File: src/rtl/multicycle_controller_pkg.sv
// Shared encodings for the multicycle ARM-subset controller: FSM states,
// instruction classes, datapath mux selects and condition-code evaluation.
package ctrl_pkg;

  typedef enum logic [3:0] {
    S_FETCH    = 4'd0,
    S_DECODE   = 4'd1,
    S_MEMADR   = 4'd2,
    S_MEMRD    = 4'd3,
    S_MEMWB    = 4'd4,
    S_MEMWR    = 4'd5,
    S_EXECUTER = 4'd6,
    S_EXECUTEI = 4'd7,
    S_ALUWB    = 4'd8,
    S_BRANCH   = 4'd9
  } state_t;

  localparam logic [1:0] OP_DP  = 2'b00;
  localparam logic [1:0] OP_MEM = 2'b01;
  localparam logic [1:0] OP_BR  = 2'b10;

  localparam logic [1:0] ALU_ADD = 2'b00;
  localparam logic [1:0] ALU_SUB = 2'b01;
  localparam logic [1:0] ALU_AND = 2'b10;
  localparam logic [1:0] ALU_ORR = 2'b11;

  localparam logic [1:0] RES_ALUOUT    = 2'b00;
  localparam logic [1:0] RES_DATA      = 2'b01;
  localparam logic [1:0] RES_ALURESULT = 2'b10;

  localparam logic [1:0] SRCB_REG  = 2'b00;
  localparam logic [1:0] SRCB_IMM  = 2'b01;
  localparam logic [1:0] SRCB_FOUR = 2'b10;

  localparam logic [3:0] COND_EQ = 4'h0;
  localparam logic [3:0] COND_NE = 4'h1;
  localparam logic [3:0] COND_CS = 4'h2;
  localparam logic [3:0] COND_CC = 4'h3;
  localparam logic [3:0] COND_MI = 4'h4;
  localparam logic [3:0] COND_PL = 4'h5;
  localparam logic [3:0] COND_VS = 4'h6;
  localparam logic [3:0] COND_VC = 4'h7;
  localparam logic [3:0] COND_HI = 4'h8;
  localparam logic [3:0] COND_LS = 4'h9;
  localparam logic [3:0] COND_GE = 4'hA;
  localparam logic [3:0] COND_LT = 4'hB;
  localparam logic [3:0] COND_GT = 4'hC;
  localparam logic [3:0] COND_LE = 4'hD;
  localparam logic [3:0] COND_AL = 4'hE;
  localparam logic [3:0] COND_NV = 4'hF;

  // nzcv is {N,Z,C,V}; the reserved code 1111 never executes.
  function automatic logic cond_holds(input logic [3:0] cond, input logic [3:0] nzcv);
    logic n, z, c, v, res;
    {n, z, c, v} = nzcv;
    case (cond)
      COND_EQ: res = z;
      COND_NE: res = ~z;
      COND_CS: res = c;
      COND_CC: res = ~c;
      COND_MI: res = n;
      COND_PL: res = ~n;
      COND_VS: res = v;
      COND_VC: res = ~v;
      COND_HI: res = c & ~z;
      COND_LS: res = ~c | z;
      COND_GE: res = ~(n ^ v);
      COND_LT: res = n ^ v;
      COND_GT: res = ~z & ~(n ^ v);
      COND_LE: res = z | (n ^ v);
      COND_AL: res = 1'b1;
      default: res = 1'b0;
    endcase
    return res;
  endfunction

endpackage

File: src/rtl/multicycle_controller_cond_unit.sv
// Architectural NZCV flags plus the per-instruction condition latch that gates
// every write of the instruction after DECODE.
module cond_unit
  import ctrl_pkg::*;
(
  input  logic       clk,
  input  logic       rst_n,
  input  logic [3:0] i_cond,
  input  logic [3:0] i_alu_flags,
  input  logic       i_latch_cond,
  input  logic [1:0] i_flag_w,
  output logic       o_cond_q
);

  logic [1:0] r_nz;
  logic [1:0] r_cv;
  logic       r_cond_q;

  // Flag updates are gated by the instruction's own latched condition.
  always_ff @(posedge clk or negedge rst_n) begin
    if (!rst_n) begin
      r_nz     <= 2'b00;
      r_cv     <= 2'b00;
      r_cond_q <= 1'b0;
    end else begin
      if (i_latch_cond) r_cond_q <= cond_holds(i_cond, {r_nz, r_cv});
      if (i_flag_w[1] && r_cond_q) r_nz <= i_alu_flags[3:2];
      if (i_flag_w[0] && r_cond_q) r_cv <= i_alu_flags[1:0];
    end
  end

  assign o_cond_q = r_cond_q;

endmodule

File: src/rtl/multicycle_controller.sv
// Moore main FSM and ALU decoder sequencing the shared datapath; condition
// gating of PC/register/memory writes uses the latched cond from cond_unit.
module multicycle_controller
  import ctrl_pkg::*;
(
  input  logic        clk,
  input  logic        reset,
  input  logic [19:0] Instr,
  input  logic [3:0]  ALUFlags,
  output logic        PCWrite,
  output logic        AdrSrc,
  output logic        MemWrite,
  output logic        IRWrite,
  output logic [1:0]  ResultSrc,
  output logic        ALUSrcA,
  output logic [1:0]  ALUSrcB,
  output logic [1:0]  ALUControl,
  output logic [1:0]  ImmSrc,
  output logic [1:0]  RegSrc,
  output logic        RegWrite,
  output logic [3:0]  state_dbg
);

  state_t     r_state;
  state_t     w_next;
  logic [3:0] w_cond;
  logic [1:0] w_op;
  logic [5:0] w_funct;
  logic [3:0] w_rd;
  logic       w_unused_rn;
  logic       w_next_pc, w_reg_w, w_mem_w, w_branch, w_alu_op;
  logic       w_no_write, w_pcs, w_cond_q;
  logic [1:0] w_flag_w;

  assign w_cond      = Instr[19:16];
  assign w_op        = Instr[15:14];
  assign w_funct     = Instr[13:8];
  assign w_rd        = Instr[3:0];
  assign w_unused_rn = ^Instr[7:4];

  // State register; reset abandons any in-flight instruction.
  always_ff @(posedge clk or negedge reset) begin
    if (!reset) r_state <= S_FETCH;
    else        r_state <= w_next;
  end

  // Next-state and raw per-state controls.
  always_comb begin
    w_next    = S_FETCH;
    w_next_pc = 1'b0;
    w_reg_w   = 1'b0;
    w_mem_w   = 1'b0;
    w_branch  = 1'b0;
    w_alu_op  = 1'b0;
    IRWrite   = 1'b0;
    AdrSrc    = 1'b0;
    ALUSrcA   = 1'b0;
    ALUSrcB   = SRCB_REG;
    ResultSrc = RES_ALUOUT;
    case (r_state)
      S_FETCH: begin
        w_next    = S_DECODE;
        IRWrite   = 1'b1;
        w_next_pc = 1'b1;
        ALUSrcA   = 1'b1;
        ALUSrcB   = SRCB_FOUR;
        ResultSrc = RES_ALURESULT;
      end
      S_DECODE: begin
        ALUSrcA   = 1'b1;
        ALUSrcB   = SRCB_FOUR;
        ResultSrc = RES_ALURESULT;
        case (w_op)
          OP_MEM:  w_next = S_MEMADR;
          OP_DP:   w_next = w_funct[5] ? S_EXECUTEI : S_EXECUTER;
          OP_BR:   w_next = S_BRANCH;
          default: w_next = S_FETCH;
        endcase
      end
      S_MEMADR: begin
        w_next  = w_funct[0] ? S_MEMRD : S_MEMWR;
        ALUSrcB = SRCB_IMM;
      end
      S_MEMRD: begin
        w_next = S_MEMWB;
        AdrSrc = 1'b1;
      end
      S_MEMWB: begin
        ResultSrc = RES_DATA;
        w_reg_w   = 1'b1;
      end
      S_MEMWR: begin
        AdrSrc  = 1'b1;
        w_mem_w = 1'b1;
      end
      S_EXECUTER: begin
        w_next   = S_ALUWB;
        w_alu_op = 1'b1;
      end
      S_EXECUTEI: begin
        w_next   = S_ALUWB;
        ALUSrcB  = SRCB_IMM;
        w_alu_op = 1'b1;
      end
      S_ALUWB: w_reg_w = 1'b1;
      S_BRANCH: begin
        ALUSrcB   = SRCB_IMM;
        ResultSrc = RES_ALURESULT;
        w_branch  = 1'b1;
      end
      default: w_next = S_FETCH;
    endcase
  end

  // ALU decoder: only EXECUTE states decode Funct; everything else adds.
  always_comb begin
    ALUControl = ALU_ADD;
    w_flag_w   = 2'b00;
    if (w_alu_op) begin
      case (w_funct[4:1])
        4'b0100: begin ALUControl = ALU_ADD; w_flag_w = {w_funct[0], w_funct[0]}; end
        4'b0010: begin ALUControl = ALU_SUB; w_flag_w = {w_funct[0], w_funct[0]}; end
        4'b1010: begin ALUControl = ALU_SUB; w_flag_w = {w_funct[0], w_funct[0]}; end
        4'b0000: begin ALUControl = ALU_AND; w_flag_w = {w_funct[0], 1'b0}; end
        4'b1100: begin ALUControl = ALU_ORR; w_flag_w = {w_funct[0], 1'b0}; end
        default: begin ALUControl = ALU_ADD; w_flag_w = 2'b00; end
      endcase
    end else begin
      ALUControl = ALU_ADD;
      w_flag_w   = 2'b00;
    end
  end

  // CMP suppression is decoded from Funct alone so it still holds in ALUWB.
  assign w_no_write = (w_op == OP_DP) && (w_funct[4:1] == 4'b1010);
  assign w_pcs      = ((w_rd == 4'hF) & w_reg_w) | w_branch;

  cond_unit u_cond (
    .clk          (clk),
    .rst_n        (reset),
    .i_cond       (w_cond),
    .i_alu_flags  (ALUFlags),
    .i_latch_cond (r_state == S_DECODE),
    .i_flag_w     (w_flag_w),
    .o_cond_q     (w_cond_q)
  );

  assign PCWrite   = w_next_pc | (w_pcs & w_cond_q);
  assign RegWrite  = w_reg_w & w_cond_q & ~w_no_write;
  assign MemWrite  = w_mem_w & w_cond_q;
  assign ImmSrc    = w_op;
  assign RegSrc    = {w_op == OP_MEM, w_op == OP_BR};
  assign state_dbg = r_state;

endmodule

File: config.mk
export PLATFORM = sky130hd
export DESIGN_NAME = multicycle_controller
export DESIGN_NICKNAME = d
export VERILOG_FILES = /design/src/rtl/multicycle_controller_pkg.sv /design/src/rtl/multicycle_controller_cond_unit.sv /design/src/rtl/multicycle_controller.sv
export SDC_FILE = /design/constraint.sdc
export NUM_CORES = 1
export LEC_CHECK = 0
export BUFFER_PORTS_ARGS = -buffer_cell sky130_fd_sc_hd__clkbuf_2
export CAP_MARGIN = 5
export CORE_MARGIN = 3
export CORE_UTILIZATION = 48
export DETAILED_ROUTE_END_ITERATION = 7
export PLACE_DENSITY_LB_ADDON = 0.05
export SLEW_MARGIN = 20
export SYNTH_ARGS = -nofsm -noshare
export SYNTH_HDL_FRONTEND = slang
export SYNTH_SLANG_ARGS = --single-unit
export TNS_END_PERCENT = 10
File: constraint.sdc
create_clock -name clk -period 3.8 [get_ports clk]
set_input_delay 0.57 -clock clk [delete_from_list [all_inputs] [get_ports clk]]
set_output_delay 0.57 -clock clk [all_outputs]
set_load 0.01 [all_outputs]
* Word level (Yosys, flattened, before mapping)
Cells that the tools add are included. Widths: inputs -> output; s select.
Storage, ports and cells: output and inout bits 20, bits in registers 9, logic and storage cells 86
Operators by class: bitwise gates (word level) 18, reductions and logical operators 16, equality and inequality tests 30, mux-type cells 18
Operators by type and width (number):
- $eq 4x4->1 const B | 12
- $eq 4x3->1 const B | 9
- $eq 4x2->1 const B | 5
- $pmux 4 s5 | 1
- $pmux 1 s15 | 1
- $logic_not 4->1 | 3
- $pmux 2 s2 | 3
- $pmux 4 s3 | 1
- $reduce_or 2->1 | 6
- $reduce_or 3->1 | 3
- $eq 4x1->1 const B | 2
- $mux 1 | 8
- $and 1x1->1 | 7
- $not 1->1 | 6
- $pmux 2 s3 | 1
- $mux 2 | 2
- $or 1x1->1 | 4
- $logic_and 1x1->1 | 3
- $mux 3 | 1
- $eq 2x1->1 const B | 1
- $eq 2x2->1 const B | 1
- $logic_not 2->1 | 1
- $xor 1x1->1 | 1

* Depth between registers and ports, before layout
Gate-level depths: netlist of the first run.
word-level depth 7, depth in mapped cells 5, mapped depth without buffers 4

* Modules after synthesis
Synthesis of the first run repeated with hierarchy kept, for this count alone.
Second synthesis, totals: cell total of the unflattened synthesis 100, area, all modules 844.6 um^2
Modules (own cells, without submodules):
- multicycle_controller | cells an instance 66, area each 490.5 um^2, instances 1
- cond_unit | cells an instance 34, area each 354.1 um^2, instances 1

* Worst setup path before layout of the first run
Ideal clock, no wire load.
path type input -> output, start point in Instr[9], end point out ALUControl[1], setup slack 1.962 ns, arrival 1.268 ns, buffers on the path 0, cell stages on the path 2, cells stage by stage nand4bb_1 -> nor4_1
On the way: longest elaborated chain between the ends 4, elaborated cells on any way between the ends 7, classes of those cells eq/ne (3); mux (2); reduce/logical (2)
RTL lines:
- start, declared | RTL line multicycle_controller.sv:8 | input logic [19:0] Instr,
- $eq 4x4->1 / $eq 4x2->1 (equally long branches) | RTL line multicycle_controller.sv:120 | case (w_funct[4:1])
- $reduce_or 2->1 (no line)
- $pmux 2 s3 (*) | RTL line multicycle_controller.sv:120
- $mux 2 (*) | RTL line multicycle_controller.sv:119 | if (w_alu_op) begin
- end, declared | RTL line multicycle_controller.sv:17 | output logic [1:0] ALUControl,
Mark *: on every way between the ends. The rest lies on a longest branch, timed or not.

* Worst setup path in the final report of the first run
start point reg r_state[2] (netlist: state_dbg[2]), end point out PCWrite
On the way: longest elaborated chain between the ends 7, elaborated cells on any way between the ends 12, classes of those cells eq/ne (3); mux (3); bitwise (4); reduce/logical (2)
RTL lines:
- start, declared | RTL line multicycle_controller.sv:24 | state_t r_state;
- start signal, assigned | RTL line multicycle_controller.sv:44 | else r_state <= w_next;
- $eq 4x4->1 / $eq 4x3->1 (equally long branches) | RTL line multicycle_controller.sv:60 | case (r_state)
- $reduce_or 2->1 (no line)
- $mux 1 | RTL line multicycle_controller.sv:60
- $and 1x1->1 | RTL line multicycle_controller.sv:136 | assign w_pcs = ((w_rd == 4'hF) & w_reg_w) | w_branch;
- $or 1x1->1 | RTL line multicycle_controller.sv:136
- $and 1x1->1 | RTL line multicycle_controller.sv:148 | assign PCWrite = w_next_pc | (w_pcs & w_cond_q);
- $or 1x1->1 (*) | RTL line multicycle_controller.sv:148
- end, declared | RTL line multicycle_controller.sv:10 | output logic PCWrite,
Marks and branches as above.

==> results.sh, run 1 <==
export IMPL_synth_edf_count=0
export IMPL_synth_area_per_cell_um2=7.83
export IMPL_postLayoutCoreUtil=0.633
export IMPL_vias_per_cell=5.49
export IMPL_core_area_um2=1760
export IMPL_vias=955
export IMPL_cp_end_kind="output pin"
export IMPL_async_reset_ff_frac=1.00
export IMPL_synth_fp_nets=142
export IMPL_drt_initial_drc_count=9
export IMPL_io_pins=46
export IMPL_dieArea_um2=2450
export IMPL_ff2ff_setup_slack_ns=1.88
export IMPL_ys_seq_area_frac=0.248
export IMPL_wl_per_cell_um=12.0
export IMPL_hold_class="in -> async"
export IMPL_place_hpwl_mm=1.62
export IMPL_critPathMaxFanout=15
export IMPL_syn_inst=116
export IMPL_ys_flop_type="dfrtp_1"
export IMPL_synth_cell_types=46
export IMPL_detailedPlace_worstSlack_ns=1.79
export IMPL_routed_wl_mm=2.09
export IMPL_r2r_end="u_cond.r_cv[0]"
export IMPL_postRouteAntennaNets=0
export IMPL_max_slew_margin=0.643
export IMPL_cp_arrival_ns=1.70
export IMPL_r2r_start="state_dbg[1]"
export IMPL_grt_pass1_vias=820
export IMPL_overflow=0
export IMPL_grt_max_degree=17
export IMPL_sw_frac_of_total=0.477
export IMPL_period_share=0.598
export IMPL_setup_viol=0
export IMPL_power_leakage_nw=0.525
export IMPL_ys_ff_latch=9
export IMPL_drcViolationCount=0
export IMPL_powerDensity_nw_per_um2=594
export IMPL_cts_buffers=3
export IMPL_ff_latch_area_um2=225
export IMPL_r2r_cells=4
export IMPL_power_frac_comb=0.562
export IMPL_clk_pin_slew_ns=0.06
export IMPL_initial_utilization=0.515
export IMPL_cts_tree="yes"
export IMPL_ctsResizeCount=0
export IMPL_internal_power_mw=0.347
export IMPL_drtPass1Iterations=4
export IMPL_gr_usage_all_layers=0.177
export IMPL_status="complete, no violations"
export IMPL_critPathRequiredTime_ns=3.23
export IMPL_p_sw_mw=0.317
export IMPL_max_freq_ghz=0.440
export IMPL_cp_start_kind="flip-flop"
export IMPL_h_tree_depth=1
export IMPL_die_w_um=49.5
export IMPL_io_buffers=41
export IMPL_dpl_cell_count=170
export IMPL_num_antenna_cells=0
export IMPL_row_count=15
export IMPL_min_period_ns=2.27
export IMPL_area_growth_syn_to_layout_pct=23.0
export IMPL_gp_congestion=0.811
export IMPL_n_fill_cell=177
export IMPL_max_cap_violations=0
export IMPL_insertion_delay_ns=0.26
export IMPL_drv_slew=0
export IMPL_post_cts_buffers=0
export IMPL_grt_first_pass_wirelength_mm=3.51
export IMPL_setup_ws_ns=1.53
export IMPL_die_h_um=49.5
export IMPL_ys_warn_count=0
export IMPL_drive_gt1_frac=0.322
export IMPL_clockPowerShare=0.109
export IMPL_tightest_slew_ns=0.528
export IMPL_holdBufCountCts=0
export IMPL_cts_buffer_depth=2
export IMPL_cts_root_buf="clkbuf_4"
export IMPL_setup_tns_ns=0
export IMPL_antenna_found_initial=0
export IMPL_worstSetupPathType="reg -> out"
export IMPL_multi_input_area_um2=614
export IMPL_hold_viol=0
export IMPL_peakVddDrop_mv=0.405
export IMPL_finalNonFillerCells=174
export IMPL_fin_nets=176
export IMPL_seq_power_share=0.328
export IMPL_rsz0062_at_grt="no"
export IMPL_clkSinkCount=9
export IMPL_finalClockSkew_ns=0.00523
export IMPL_syn_cell_area_um2=908
[layout by cell type, fill, tap and decap left out, types with 2 or more instances in the layout]
cell,count
nand4bb_1,2
o32ai_1,3
dfrtp_1,9
nand3b_1,2
nor3_1,4
o31ai_1,3
nand2_1,6
a21oi_1,5
xor2_1,2
mux2i_1,2
nand3_1,4
inv_1,3
nand2b_1,5
nor4b_1,2
xnor2_1,4
o21ai_0,2
nand4b_1,2
and3_1,3
a22oi_1,2
clkbuf_4,3
nor2b_1,5
clkbuf_2,41
mux2_1,2
a211oi_1,2
nor2_1,11
[how the worst max path moves through the flow]
stage,start,end,depth (start not counted)
final,state_dbg[2],PCWrite,4
after global routing,state_dbg[2],PCWrite,4
after CTS,state_dbg[2],PCWrite,4
after detailed placement,state_dbg[2],PCWrite,4
after global placement,state_dbg[2],PCWrite,4
after floorplan,Instr[9],ALUControl[1],2
[worst max-delay path: stages, from the launching register on]
cell      delay [ns]
dfrtp_1         0.54
or2_0           0.42
a21o_1          0.21
a21oi_1         0.13
clkbuf_2        0.15
[stage by stage]
stage                     hold slack [ns]  area, um2  power (mW)
final                               0.153       1120       0.663
after global routing                0.170       1120       0.728
after CTS                           0.166       1120       0.669
after detailed placement            0.443       1090       0.595
after global placement              0.437       1090       0.587
after floorplan                     0.274        908       0.465
[power groups by stage]
stage,Sequential (mW),Clock [mW],Combinational [mW]
finish,0.218,0.0726,0.373
detailed placement,0.219,0,0.376
CTS,0.218,0.0741,0.377
global route,0.232,0.0778,0.418
floorplan,0.169,0,0.296
global placement,0.218,0,0.370
[final cells by class]
class / count / share of cell area
Clock buffer: 4 / 0.0235
Inverter: 4 / 0.0134
Multi-Input combinational cell: 91 / 0.550
Sequential cell: 9 / 0.202
Tap cell: 25 / 0.0280
Timing Repair Buffer: 41 / 0.184
[Yosys cell counts, types with 3 or more instances]
cell,n,area (um2)
a21oi_1,5,25.0
o32ai_1,3,26.3
dfrtp_1,9,225
clkbuf_1,8,30.0
nor2_1,11,41.3
nand2_1,6,22.5
inv_1,3,11.3
nand3_1,4,20.0
nor3_1,4,20.0
xnor2_1,4,35.0
o31ai_1,3,22.5
nand2b_1,5,31.3
nor2b_1,5,31.3
and3_1,3,18.8
[cells by family (layout without fill, tap and decap cells)]
group                     after synthesis  count (layout)  synth area share
muxes                                   4               4            0.0468
xor gates and xnor gates                6               6            0.0579
AOI/OAI and AO/OA                      27              27             0.222
DFF                                     9               9             0.248
and+or+nand+nor                        54              54             0.350
buffers and inverters                  16              49            0.0757
[state kept, by name (all words and copies together) (netlist names)]
signal,cells
u_cond.r_nz,2
u_cond.r_cv,2
u_cond.o_cond_q,1
state_dbg,4
[per-layer routing]
layer | up-vias | routed length [um] | track usage
met5 | - | 0 | 0
met4 | 0 | 5 | 0.0553
met3 | 2 | 99 | 0.0242
met2 | 21 | 990 | 0.288
met1 | 442 | 998 | 0.242
li1 | 490 | - | -
Note: power is estimated with default switching activity, not from simulation.
==> run 2, diff against run 1 <==
Settings changed: ABC_AREA from default to 1, CORE_UTILIZATION 48 to 43.
Clock period 3.8 ns to 2.14 ns, I/O delays scaled along.
==> run 2 against run 1 <==
Net effect:
- sequential power grew 39%
- core utilization shrank 2.7 points
- synthesized area shrank 11%
- largest cell class unchanged
- largest power group unchanged
==> results.sh, run 2 <==
export IMPL_cts_buffer_depth=2
export IMPL_powerDensity_nw_per_um2=972
export IMPL_ys_top_cells_by_count="nand2_1 (39), nor2_1 (23), inv_1 (20)"
export IMPL_min_period_ns=1.82
export IMPL_max_cap_violations=0
export IMPL_grt_max_degree=10
export IMPL_finalClockSkew_ns=0.000200
export IMPL_max_slew_margin=0.808
export IMPL_crit_path_cell_trace="nor2_1 -> o21ai_0 -> o21ai_0 -> nand2_1 -> o21ai_0 -> clkbuf_2"
export IMPL_syn_cell_area_um2=806
export IMPL_cp_common_cell="o21ai_0"
export IMPL_status="complete, no violations"
export IMPL_slowest_stage="dfrtp_1"
export IMPL_area_growth_syn_to_layout_pct=31.4
export IMPL_max_freq_ghz=0.551
export IMPL_synth_edf_count=0
export IMPL_ys_ff_latch=9
export IMPL_io_pins=46
export IMPL_multi_input_area_um2=470
export IMPL_holdPathStages=3
export IMPL_whs_endpoint="u_cond.r_nz[0]"
export IMPL_detailedPlace_worstSlack_ns=0.582
export IMPL_synth_fp_nets=164
export IMPL_rsz0062_at_grt="no"
export IMPL_n_fill_cell=189
export IMPL_ys_seq_area_frac=0.280
export IMPL_initial_utilization=0.462
export IMPL_routed_wl_mm=1.98
export IMPL_worstSetupPathType="reg -> out"
export IMPL_hold_viol=0
export IMPL_cp_end_kind="output pin"
export IMPL_postRouteAntennaNets=0
export IMPL_insertion_delay_ns=0.26
export IMPL_row_count=15
export IMPL_critPathRequiredTime_ns=1.82
export IMPL_clkSinkCount=9
export IMPL_grt_first_pass_wirelength_mm=3.42
export IMPL_overflow=0
export IMPL_cp_arrival_ns=1.49
export IMPL_cp_start_kind="flip-flop"
export IMPL_die_h_um=49.3
export IMPL_yosysTopAreaCellShare=0.280
export IMPL_fin_nets=208
export IMPL_r2r_end="u_cond.r_cv[1]"
export IMPL_finalNonFillerCells=206
export IMPL_vias=974
export IMPL_layout_commonest_cell="clkbuf_2"
export IMPL_worstHoldStart="ALUFlags[2]"
export IMPL_drt_initial_drc_count=35
export IMPL_core_area_um2=1750
export IMPL_drive_gt1_frac=0.282
export IMPL_cts_buffers=3
export IMPL_drcViolationCount=0
export IMPL_tightest_slew_ns=0.287
export IMPL_ctsResizeCount=0
export IMPL_gp_congestion=0.909
export IMPL_h_tree_depth=1
export IMPL_dpl_cell_count=201
export IMPL_drv_slew=0
export IMPL_post_cts_buffers=0
export IMPL_ys_flop_type="dfrtp_1"
export IMPL_synth_area_per_cell_um2=5.84
export IMPL_place_hpwl_mm=1.70
export IMPL_largest_register_ff_count=4
export IMPL_ff2ff_setup_slack_ns=0.89
export IMPL_place_area_um2=1020
export IMPL_setup_viol=0
export IMPL_die_w_um=49.3
export IMPL_drtPass1Iterations=5
export IMPL_vias_per_cell=4.73
export IMPL_r2r_cells=6
export IMPL_worstSetupStartpoint="state_dbg[1]"
export IMPL_gr_usage_all_layers=0.178
export IMPL_period_share=0.848
export IMPL_wl_per_cell_um=9.60
export IMPL_p_total_mw=1.03
export IMPL_cts_tree="yes"
export IMPL_critPathMaxStageDelay_ns=0.48
export IMPL_clk_pin_slew_ns=0.06
export IMPL_cts_root_buf="clkbuf_4"
export IMPL_final_cell_mix="clkbuf_2 (41), nand2_1 (39), nor2_1 (23)"
export IMPL_grt_pass1_vias=830
export IMPL_yosysTopAreaCell="dfrtp_1"
export IMPL_synth_cell_types=19
export IMPL_ys_top_cells_by_area="dfrtp_1 (28%), nand2_1 (18%), nor2_1 (11%)"
export IMPL_async_reset_ff_frac=1.00
export IMPL_ys_warn_count=0
export IMPL_critPathMaxFanout=8
export IMPL_ff_latch_area_um2=225
export IMPL_holdBufCountCts=1
export IMPL_peakVddDrop_mv=0.490
export IMPL_io_buffers=41
export IMPL_yosysMostFrequentCell="nand2_1"
export IMPL_final_cell_area_um2=1060
export IMPL_dieArea_um2=2430
export IMPL_setup_ws_ns=0.325
export IMPL_hold_class="in -> reg"
export IMPL_setup_tns_ns=0
export IMPL_antenna_found_initial=0
export IMPL_power_leakage_nw=0.648
export IMPL_r2r_start="state_dbg[3]"
export IMPL_syn_inst=138
export IMPL_num_antenna_cells=0
==> run 2: cell count changes in the layout (fill, tap and decap cells not counted), sizes merged, moves of 4 or more <==
cell,previous run,this run
inv,4,24
nand2,6,40
nand2b,5,0
nand3,4,16
nor2,11,24
nor2b,5,0
xnor2,4,0
==> run 2: per-stage QoR <==
step,hold slack (ns),utilization
finish,0.306,0.606
detailed placement,0.183,0.586
floorplan,0.0254,-
CTS,0.296,0.606
global placement,0.184,0.586
global route,0.299,0.606
==> run 2: critical path, delay by kind of cell (launching register included) <==
| family | cells | cell delay (ns) |
|---|---|---|
| and+or+nand+nor | 2 | 0.22 |
| buffers and inverters | 1 | 0.16 |
| AOI/OAI and AO/OA | 3 | 0.38 |
| DFF | 1 | 0.48 |
==> run 2: kinds of logic after synthesis <==
family / count (synthesis) / synth area share
AND/OR/NAND/NOR: 85 / 0.466
flip-flops: 9 / 0.280
buffers and inverters: 27 / 0.137
AO/OA/AOI/OAI: 17 / 0.118
==> run 2: power breakdown <==
part	internal [mW]	switching, mW	total (mW)
Clock	0.0717	0.0568	0.128
Combinational	0.224	0.373	0.597
Sequential	0.226	0.0770	0.303
Total	0.522	0.507	1.03
==> run 2: worst max-delay path by stage <==
stage / slack, ns / end / depth (start not counted)
2_1_floorplan: 0.69 / ResultSrc[1] / 5
3_3_place_gp: 0.62 / PCWrite / 6
3_5_place_dp: 0.58 / PCWrite / 6
4_1_cts: 0.30 / PCWrite / 6
5_1_grt: 0.14 / PCWrite / 6
6_report: 0.32 / PCWrite / 6
==> run 2: per-layer routing <==
metal | part of all wire | track usage | vias to the layer above
li1 | - | - | 524
met1 | 0.48 | 0.242 | 417
met2 | 0.46 | 0.270 | 33
met3 | 0.060 | 0.0489 | 0
met4 | 0 | 0.0569 | 0
met5 | 0 | 0 | -
==> run 2: area by class of cell <==
class	instances	share of cell area
Inverter	24	0.0851
Sequential cell	9	0.213
Tap cell	25	0.0296
Clock buffer	4	0.0248
Multi-Input combinational cell	102	0.444
Timing Repair Buffer	42	0.203
